==> src/rtl/door_lock_sequencer_pkg.sv <==
// Shared definitions for the keypad door-lock sequencer: state encodings,
// default cycle constants and the saturating failure-count helper.
package door_lock_sequencer_pkg;

    typedef enum logic [1:0] {
        S_LOCKED   = 2'd0,
        S_UNLOCKED = 2'd1,
        S_AJAR     = 2'd2,
        S_LOCKOUT  = 2'd3
    } lock_state_t;

    localparam int DEF_MAX_FAIL    = 3;
    localparam int DEF_AJAR_CYC    = 20;
    localparam int DEF_LOCKOUT_CYC = 60;
    localparam int DEF_TW          = 7;

    // Increment a failure count without going past the lockout limit.
    function automatic logic [1:0] sat_inc(input logic [1:0] v, input logic [1:0] lim);
        return (v >= lim) ? lim : v + 2'd1;
    endfunction

endpackage

==> src/rtl/lock_timer.sv <==
// Down counter shared by the door-ajar and lockout countdowns. A load wins
// over counting; the count holds at zero instead of wrapping.
module lock_timer #(
    parameter int TW = 7
) (
    input  logic          clk,
    input  logic          reset,
    input  logic          load,
    input  logic [TW-1:0] load_val,
    input  logic          en,
    output logic          zero
);

    logic [TW-1:0] r_count;

    // Load or decrement, saturating at zero.
    always_ff @(posedge clk or posedge reset) begin
        if (reset) begin
            r_count <= '0;
        end else if (load) begin
            r_count <= load_val;
        end else if (en && (r_count != '0)) begin
            r_count <= r_count - 1'b1;
        end
    end

    assign zero = (r_count == '0);

endmodule

==> src/rtl/door_lock_sequencer.sv <==
// Central sequencer of the keypad door lock. Registers the keypad verdicts and
// the button/sensor levels, runs the LOCKED/UNLOCKED/AJAR/LOCKOUT FSM, owns the
// failed-attempt counter and drives registered Moore outputs.
module door_lock_sequencer
    import door_lock_sequencer_pkg::*;
#(
    parameter int MAX_FAIL    = DEF_MAX_FAIL,
    parameter int AJAR_CYC    = DEF_AJAR_CYC,
    parameter int LOCKOUT_CYC = DEF_LOCKOUT_CYC,
    parameter int TW          = DEF_TW
) (
    input  logic       clk,
    input  logic       reset,
    input  logic       pw_ok,
    input  logic       pw_fail,
    input  logic       open_button,
    input  logic       close_sensor,
    output logic       unlock,
    output logic       alert,
    output logic       lockout,
    output logic [1:0] fail_cnt,
    output logic [1:0] state
);

    localparam logic [1:0]    MAX_FAIL_V = 2'(MAX_FAIL);
    localparam logic [TW-1:0] AJAR_VAL   = TW'(AJAR_CYC - 1);
    localparam logic [TW-1:0] LOCK_VAL   = TW'(LOCKOUT_CYC - 1);

    lock_state_t r_state;
    lock_state_t w_state_nx;
    logic [1:0]  r_fail_cnt;
    logic [1:0]  w_fail_nx;
    logic        r_unlock;
    logic        r_alert;
    logic        r_lockout;

    logic        r_pw_ok;
    logic        r_pw_fail;
    logic        r_open_q;
    logic        r_open_q2;
    logic        r_close_q;
    logic        r_close_q2;
    logic        w_open_re;
    logic        w_close_re;

    logic          w_tmr_load;
    logic [TW-1:0] w_tmr_val;
    logic          w_tmr_en;
    logic          w_tmr_zero;

    // Sample the inputs once; keep the previous button/sensor level for edge detection.
    always_ff @(posedge clk or posedge reset) begin
        if (reset) begin
            r_pw_ok    <= 1'b0;
            r_pw_fail  <= 1'b0;
            r_open_q   <= 1'b0;
            r_open_q2  <= 1'b0;
            r_close_q  <= 1'b0;
            r_close_q2 <= 1'b0;
        end else begin
            r_pw_ok    <= pw_ok;
            r_pw_fail  <= pw_fail;
            r_open_q   <= open_button;
            r_open_q2  <= r_open_q;
            r_close_q  <= close_sensor;
            r_close_q2 <= r_close_q;
        end
    end

    // Held levels produce a single pulse.
    assign w_open_re  = r_open_q  & ~r_open_q2;
    assign w_close_re = r_close_q & ~r_close_q2;

    lock_timer #(.TW(TW)) u_timer (
        .clk      (clk),
        .reset    (reset),
        .load     (w_tmr_load),
        .load_val (w_tmr_val),
        .en       (w_tmr_en),
        .zero     (w_tmr_zero)
    );

    // State, failure count and Moore outputs, all updated from the next state.
    always_ff @(posedge clk or posedge reset) begin
        if (reset) begin
            r_state    <= S_LOCKED;
            r_fail_cnt <= 2'd0;
            r_unlock   <= 1'b0;
            r_alert    <= 1'b0;
            r_lockout  <= 1'b0;
        end else begin
            r_state    <= w_state_nx;
            r_fail_cnt <= w_fail_nx;
            r_unlock   <= (w_state_nx == S_UNLOCKED) || (w_state_nx == S_AJAR);
            r_alert    <= (w_state_nx == S_AJAR) || (w_state_nx == S_LOCKOUT);
            r_lockout  <= (w_state_nx == S_LOCKOUT);
        end
    end

    // Next-state, failure-count and timer control; a simultaneous pw_ok/pw_fail
    // counts as a failure, and the interior button always gets the user out.
    always_comb begin
        w_state_nx = r_state;
        w_fail_nx  = r_fail_cnt;
        w_tmr_load = 1'b0;
        w_tmr_val  = AJAR_VAL;
        w_tmr_en   = 1'b0;
        case (r_state)
            S_LOCKED: begin
                if (w_open_re) begin
                    w_state_nx = S_UNLOCKED;
                    w_fail_nx  = 2'd0;
                    w_tmr_load = 1'b1;
                end else if (r_pw_fail) begin
                    w_fail_nx = sat_inc(r_fail_cnt, MAX_FAIL_V);
                    if (w_fail_nx == MAX_FAIL_V) begin
                        w_state_nx = S_LOCKOUT;
                        w_tmr_load = 1'b1;
                        w_tmr_val  = LOCK_VAL;
                    end
                end else if (r_pw_ok) begin
                    w_state_nx = S_UNLOCKED;
                    w_fail_nx  = 2'd0;
                    w_tmr_load = 1'b1;
                end
            end
            S_UNLOCKED: begin
                if (w_close_re) begin
                    w_state_nx = S_LOCKED;
                end else if (r_pw_ok || w_open_re) begin
                    w_tmr_load = 1'b1;
                end else if (w_tmr_zero) begin
                    w_state_nx = S_AJAR;
                end else begin
                    w_tmr_en = 1'b1;
                end
            end
            S_AJAR: begin
                if (w_close_re) begin
                    w_state_nx = S_LOCKED;
                end
            end
            S_LOCKOUT: begin
                if (w_open_re) begin
                    w_state_nx = S_UNLOCKED;
                    w_fail_nx  = 2'd0;
                    w_tmr_load = 1'b1;
                end else if (w_tmr_zero) begin
                    w_state_nx = S_LOCKED;
                    w_fail_nx  = 2'd0;
                end else begin
                    w_tmr_en = 1'b1;
                end
            end
        endcase
    end

    assign unlock   = r_unlock;
    assign alert    = r_alert;
    assign lockout  = r_lockout;
    assign fail_cnt = r_fail_cnt;
    assign state    = r_state;

endmodule

==> config.mk <==
export PLATFORM = sky130hd
export DESIGN_NAME = door_lock_sequencer
export DESIGN_NICKNAME = d
export VERILOG_FILES = /design/src/rtl/door_lock_sequencer_pkg.sv /design/src/rtl/lock_timer.sv /design/src/rtl/door_lock_sequencer.sv
export SDC_FILE = /design/constraint.sdc
export NUM_CORES = 1
export LEC_CHECK = 0
export ABC_AREA = 1
export CORE_UTILIZATION = 30
export DETAILED_ROUTE_END_ITERATION = 16
export DONT_BUFFER_PORTS = 1
export SLEW_MARGIN = 20
export SYNTH_ARGS = -nofsm -noshare
export SYNTH_HDL_FRONTEND = slang
export SYNTH_HIERARCHICAL = 1
export SYNTH_SLANG_ARGS = --single-unit
export TNS_END_PERCENT = 50
==> constraint.sdc <==
create_clock -name clk -period 2.49 [get_ports clk]
set_clock_uncertainty 0.15 [all_clocks]
set_input_delay 0.498 -clock clk [delete_from_list [all_inputs] [get_ports clk]]
set_output_delay 0.498 -clock clk [all_outputs]
set_load 0.005 [all_outputs]
==> results.py, run 1 <==
metrics = {
    "power_and_ir_drop": {
        "power.density_mw_per_mm2": 1127,
        "totalPowerFinal_w": 0.001387,
        "ir_drop_v": 0.0004536,
        "p_leak_nw": 0.6572,
    },
    "clock_tree": {
        "cts_resized": 0,
        "htreeDepth": 1,
        "clock_latency_ns": 0.26,
        "clk_path_buf_depth": 2,
        "numCtsBuffers": 3,
        "clkSlewWorstSetupHoldPaths_ns": 0.08,
        "cts_tree": "yes",
        "cts_root_buf": "clkbuf_8",
        "numClockSinks": 19,
    },
    "detailed_routing": {
        "vias_per_cell": 4.321,
        "drt_wl_total_um": 2033,
        "drc_errors": 0,
        "vias": 903,
        "ant_nets": 0,
        "wl_per_cell_um": 9.727,
        "dr.first_iter.drc_count": 29,
        "dr.pass1.iters": 4,
    },
    "sta": {
        "min_period_ns": 2.150,
        "worstMarginPinSlew_ns": 0.5178,
        "tns_ns": 0,
        "fin_ws_ns": 0.3405,
        "drv_slew": 0,
        "rsz0062_at_grt": "no",
        "min_period_over_period": 0.8633,
        "max-slew-margin-rel": 0.6511,
        "setup_viol": 0,
        "hold_viol_final": 0,
        "holdWs_ns": 0.1103,
        "max_freq_mhz": 465.2,
    },
    "grt": {
        "grt_first_pass_wirelength_um": 3622,
        "grt_remaining_overflow": 0,
        "track_usage": 0.1172,
        "grt_pass1_vias": 823,
        "grt_max_degree": 13,
        "antenna_found_initial": 0,
    },
    "synth": {
        "synth_compound_area_frac": 0.05823,
        "synth_common_cells": "nand2_1, inv_1, dfrtp_1, nand3_1, nor2_1",
        "yosys.area.top_type_share": 0.4255,
        "avgSynthCellArea_um2": 7.162,
        "synth_fa_ha_area_frac": 0.02240,
        "synth-simple-area-share": 0.3807,
        "synthFlopType": "dfrtp_1",
        "synth_seq_cells": 19,
        "synth-async-reset-ratio": 1.000,
        "ys_seq_area_frac": 0.4255,
        "synthTopCellsByArea": "dfrtp_1, nand2_1, inv_1",
        "ys_types": 18,
        "synth_area_mm2": 0.001117,
        "synth_xor_area_frac": 0,
        "synth.most_common_cell": "nand2_1",
        "synth_edf_count": 0,
        "ys_warn_count": 6,
        "synth_top_family_by_area": "simple AND/OR/NAND/NOR gates",
        "synthCells": 156,
        "synth.area.mux_share": 0,
        "yosys.area.top_type": "dfrtp_1",
    },
    "floorplanning": {
        "io_pins": 13,
        "die-area_mm2": 0.003972,
        "coreArea_mm2": 0.003442,
        "dieHeight_um": 63.03,
        "start_util": 0.3246,
        "std_cell_rows": 21,
        "die_w_um": 63.03,
    },
    "setup_path": {
        "cp-start-kind": "flop",
        "rrSetupSlack_ns": 0.34,
        "cp.required_ns": 2.54,
        "worstSetupPathType": "reg -> reg",
        "cp_max_fo": 6,
        "end_kind": "flop",
        "timing.rr.start": "u_timer/r_count[0]",
        "reg2reg_depth": 11,
        "cp.arrival_ns": 2.20,
        "reg2reg_to": "u_timer/r_count[3]",
    },
    "final_layout": {
        "n_fill_cell": 359,
        "final_layout_size_suffix_gt1_frac": 0.1350,
        "n_antenna_cell": 0,
        "synthToLayoutAreaGrowth_pct": 10.19,
        "final_nets": 172,
    },
    "placed_design": {
        "dp_slack_ns": 0.3306,
        "hpwl_um": 1558,
        "place.gp.congestion": 0.7631,
        "portBuffers": 0,
    },
    "run_status": {
        "outcome": "finished, final reports clean",
    },
    "min_path": {
        "min_from": "close_sensor",
        "min_path_cells": 0,
        "hold_path.class": "in -> reg",
        "hold_end": "r_close_q",
    },
    "job": {
        "cap_violations": 0,
    },
}
[cell families after synthesis]
kind of cell	Yosys count
AO/OA/AOI/OAI	13
buffers and inverters	28
flip-flops	19
adder cells (fa/ha/maj)	2
AND/OR/NAND/NOR	92
other	2
[where the power goes]
group	total, W	internal [W]	switching, W
Combinational	0.000649	0.000234	0.000415
Clock	0.000225	0.000113	0.000112
Sequential	0.000514	0.000408	0.000106
Total	0.00139	0.000755	0.000632
[cells in the final DEF, fill, tap and decap left out, drive strengths merged]
cell	count
nand2	53
inv	25
nor2	20
dfrtp	19
nand3	17
o21ai	13
conb	5
clkbuf	3
ha	2
clkinv	1
clkinvlp	1
dlygate4sd3	1
nand3b	1
nand4	1
buf	1
[critical path, cell delays in order (launching register included)]
cell and delay (ns):
dfrtp_1 0.34, inv_1 0.10, ha_1 0.26, nand2_1 0.11, nor2_2 0.06, inv_1 0.10, nand2_1 0.08, o21ai_0 0.45
inv_1 0.13, nor2_2 0.14, nand3_1 0.07, nand3_1 0.08
[worst max path at each step]
stage	start	end	slack, ns	depth (start not counted)
2_1_floorplan	u_timer/r_count[0]	u_timer/r_count[5]	0.54	11
3_3_place_gp	u_timer/r_count[0]	u_timer/r_count[5]	0.42	11
3_5_place_dp	u_timer/r_count[0]	u_timer/r_count[3]	0.33	11
4_1_cts	u_timer/r_count[0]	u_timer/r_count[3]	0.32	11
5_1_grt	u_timer/r_count[0]	u_timer/r_count[3]	0.04	11
6_report	u_timer/r_count[0]	u_timer/r_count[3]	0.34	11
[repair_timing]
action                    4_1_cts  5_1_grt
hold endpoints to repair       18        0
buffers inserted                0        0
hold buffers                    1        0
[per-stage QoR]
step | cell area, um2 | std cells | utilization
after floorplan | 1129 | 159 | -
after global placement | 1172 | 204 | 0.3406
after detailed placement | 1172 | 204 | 0.3406
after CTS | 1231 | 209 | 0.3577
after global routing | 1231 | 209 | 0.3577
final | 1231 | 209 | 0.3577
[final cells by class]
class	instances	area, um2	share of cell area
flip-flops and latches	19	475.5	0.3862
well taps	46	57.56	0.04675
repair buffers	2	17.52	0.01423
clock inverters	1	7.507	0.006098
clock buffers	3	41.29	0.03354
multi-input cells	112	534.3	0.4339
inverters	26	97.59	0.07927
[metal layers]
layer,routed length [um],vias up,part of all wire,GRT usage
li1,-,484,-,-
met1,1044,399,0.51,0.1637
met2,874,15,0.43,0.1667
met3,61,5,0.030,0.02007
met4,54,0,0.027,0.06977
met5,0,-,0,0
[flip-flops by register name, summed over array words and instances (netlist names)]
| signal | count |
|---|---|
| r_close_q | 1 |
| r_pw_ok | 1 |
| unlock | 1 |
| r_open_q2 | 1 |
| r_close_q2 | 1 |
| state | 1 |
| alert | 1 |
| r_pw_fail | 1 |
| r_open_q | 1 |
| u_timer/r_count | 7 |
| lockout | 1 |
| fail_cnt | 2 |
(Power assumes the default switching activity.)
==> inputs of run 2 (changes only) <==
--- a/config.mk
+++ b/config.mk
@@ -5,7 +5,6 @@
 export SDC_FILE = /design/constraint.sdc
 export NUM_CORES = 1
 export LEC_CHECK = 0
-export ABC_AREA = 1
 export CORE_UTILIZATION = 30
 export DETAILED_ROUTE_END_ITERATION = 16
 export DONT_BUFFER_PORTS = 1
==> run 2 against run 1 <==
Synthesized area down 0.34%. Clock-buffer cell count unchanged. Routed wire length up 8.5%. Non-clock buffer count up 10. Via count up 0.33%. Sequential cell count unchanged. Final area up 4.5%. Combinational power up 3%. Critical path depth down 5. Sequential power up 5.1%. Critical path type unchanged. Highest routed layer unchanged.
==> results.py, run 2 <==
metrics = {
    "setup_path": {
        "cp_max_fo": 4,
        "reg2reg_depth": 6,
        "cp.arrival_ns": 2.35,
        "cpMaxStageDelayCell": "or4_4",
        "cp.required_ns": 2.48,
        "worstSetupPathType": "reg -> reg",
        "cp-start-kind": "flop",
        "critPathMaxStageDelay_ns": 0.54,
        "end_kind": "flop",
        "path_cells": "or4_4 -> nor2_1 -> nor2_4 -> mux2_4 -> a211o_1 -> ha_1",
    },
    "final_layout": {
        "final_nets": 139,
        "regMostFlops": "u_timer/r_count",
        "n_antenna_cell": 0,
        "n_fill_cell": 348,
        "final_util": 0.3737,
        "layout_common_cells": "dfrtp_1, buf_4, nand2_1, inv_1, a21oi_1",
        "synthToLayoutAreaGrowth_pct": 15.51,
        "largest_reg_flops": 7,
        "final_layout_size_suffix_gt1_frac": 0.1923,
        "final_common_cell": "dfrtp_1",
    },
    "clock_tree": {
        "numCtsBuffers": 3,
        "clk_path_buf_depth": 2,
        "clock_latency_ns": 0.26,
        "clkSlewWorstSetupHoldPaths_ns": 0.07,
        "cts_tree": "yes",
        "htreeDepth": 1,
        "cts_root_buf": "clkbuf_8",
        "numClockSinks": 19,
    },
    "min_path": {
        "hold_path.class": "in -> reg",
        "min_path_cells": 0,
    },
    "job": {
        "cap_violations": 0,
    },
    "sta": {
        "hold_viol_final": 0,
        "min_period_ns": 2.359,
        "fin_ws_ns": 0.1314,
        "setup_viol": 0,
        "worstMarginPinSlew_ns": 0.7160,
        "drv_slew": 0,
        "max_freq_mhz": 424.0,
        "tns_ns": 0,
        "rsz0062_at_grt": "no",
        "min_period_over_period": 0.9472,
        "max-slew-margin-rel": 0.5182,
    },
    "power_and_ir_drop": {
        "p_leak_nw": 0.5472,
        "ir_drop_v": 0.0005209,
        "power.density_mw_per_mm2": 1107,
    },
    "synth": {
        "synth_fa_ha_area_frac": 0.02247,
        "synthTopCellsByArea": "dfrtp_1, a21oi_1, nand2_1",
        "ys_types": 44,
        "ys_warn_count": 6,
        "synth_area_mm2": 0.001114,
        "synthFlopType": "dfrtp_1",
        "ys_seq_area_frac": 0.4270,
        "synth-async-reset-ratio": 1.000,
        "synth_seq_cells": 19,
        "synth.most_common_cell": "dfrtp_1",
        "synth.area.mux_share": 0.01348,
        "synthCells": 117,
        "synth_edf_count": 0,
        "synth_top_family_by_area": "simple AND/OR/NAND/NOR gates",
        "yosys.area.top_type": "dfrtp_1",
        "yosys.area.top_type_share": 0.4270,
        "synth_xor_area_frac": 0,
        "synth_compound_area_frac": 0.2270,
        "synth-simple-area-share": 0.2371,
        "avgSynthCellArea_um2": 9.518,
        "synth_common_cells": "dfrtp_1, nand2_1, a21oi_1, inv_1, nor2_1",
    },
    "placed_design": {
        "place.gp.congestion": 0.7832,
        "hpwl_um": 1638,
        "portBuffers": 0,
        "dp_slack_ns": 0.1267,
    },
    "run_status": {
        "outcome": "finished, final reports clean",
    },
    "floorplanning": {
        "start_util": 0.3235,
        "die_w_um": 62.93,
        "die-area_mm2": 0.003960,
        "dieHeight_um": 62.93,
        "io_pins": 13,
        "coreArea_mm2": 0.003442,
        "std_cell_rows": 21,
    },
    "grt": {
        "grt_max_degree": 19,
        "grt_first_pass_wirelength_um": 3726,
        "antenna_found_initial": 0,
        "grt_pass1_vias": 832,
        "grt_remaining_overflow": 0,
        "track_usage": 0.1212,
    },
    "detailed_routing": {
        "dr.pass1.iters": 4,
        "dr.first_iter.drc_count": 43,
        "wl_per_cell_um": 12.53,
        "vias_per_cell": 5.148,
        "vias": 906,
        "ant_nets": 0,
        "drc_errors": 0,
        "drt_wl_total_um": 2206,
    },
}
[run 2: cell types whose count changed after synthesis, sizes merged, moves of 8 or more]
cell and change:
nand3 -14, inv -17, nor2 -12, o21ai -9, nand2 -44, a21oi +8
[run 2: cells by family after synthesis]
| logic type | count (synthesis) |
|---|---|
| and+or+nand+nor | 44 |
| AOI/OAI and AO/OA | 35 |
| DFF | 19 |
| buffers and inverters | 14 |
| muxes | 1 |
| adders and majority gates | 2 |
| other | 2 |
[run 2: per-stage QoR]
stage	instance area (um2)	power, W	hold WS (ns)	std cells
4_1_cts	1257	0.001395	0.1044	173
3_5_place_dp	1199	0.001169	0.1855	168
2_1_floorplan	1125	0.0009912	0.1514	120
5_1_grt	1286	0.001548	0.09061	176
6_report	1286	0.001424	0.1115	176
3_3_place_gp	1199	0.001147	0.1852	168
[run 2: worst paths after layout]
check,from,end,slack (ns)
max,u_timer/r_count[3],unlock,0.13
min,open_button,r_open_q,0.11
max reg2reg,u_timer/r_count[3],unlock,0.13
min reg2reg,r_close_q,r_close_q2,0.24
max in group asynchronous,reset,alert,1.33
min in group asynchronous,reset,u_timer/r_count[6],0.48
[run 2: timing repair]
item,CTS,global route
setup endpoints to repair,0,2
gates resized for setup,0,2
setup buffers,0,3
hold buffers,1,0
hold endpoints to repair,19,0
[run 2: worst max-delay path: cells and delay by family, from the launching register on]
kind	cells	cell delay, ns
AOI/OAI and AO/OA	1	0.31
adders and majority gates	1	0.29
DFF	1	0.38
muxes	1	0.26
and+or+nand+nor	3	0.86
[run 2: final cells by class]
type	count	area, um2	area share
Tap cell	46	57.56	0.04475
Clock buffer	3	41.29	0.03210
Inverter	8	30.03	0.02335
Sequential cell	19	475.5	0.3697
Multi-Input combinational cell	87	581.8	0.4523
Timing Repair Buffer	12	92.59	0.07198
Clock inverter	1	7.507	0.005837
[run 2: report_power, final]
group          switching, W  internal, W
Clock              0.000105     0.000113
Combinational      0.000335     0.000331
Sequential         0.000125     0.000415
[run 2: routing by layer]
layer	vias up	share of wire	GRT usage
li1	450	-	-
met1	431	0.45	0.1404
met2	21	0.49	0.2003
met3	4	0.042	0.03832
met4	0	0.014	0.05814
met5	-	0	0
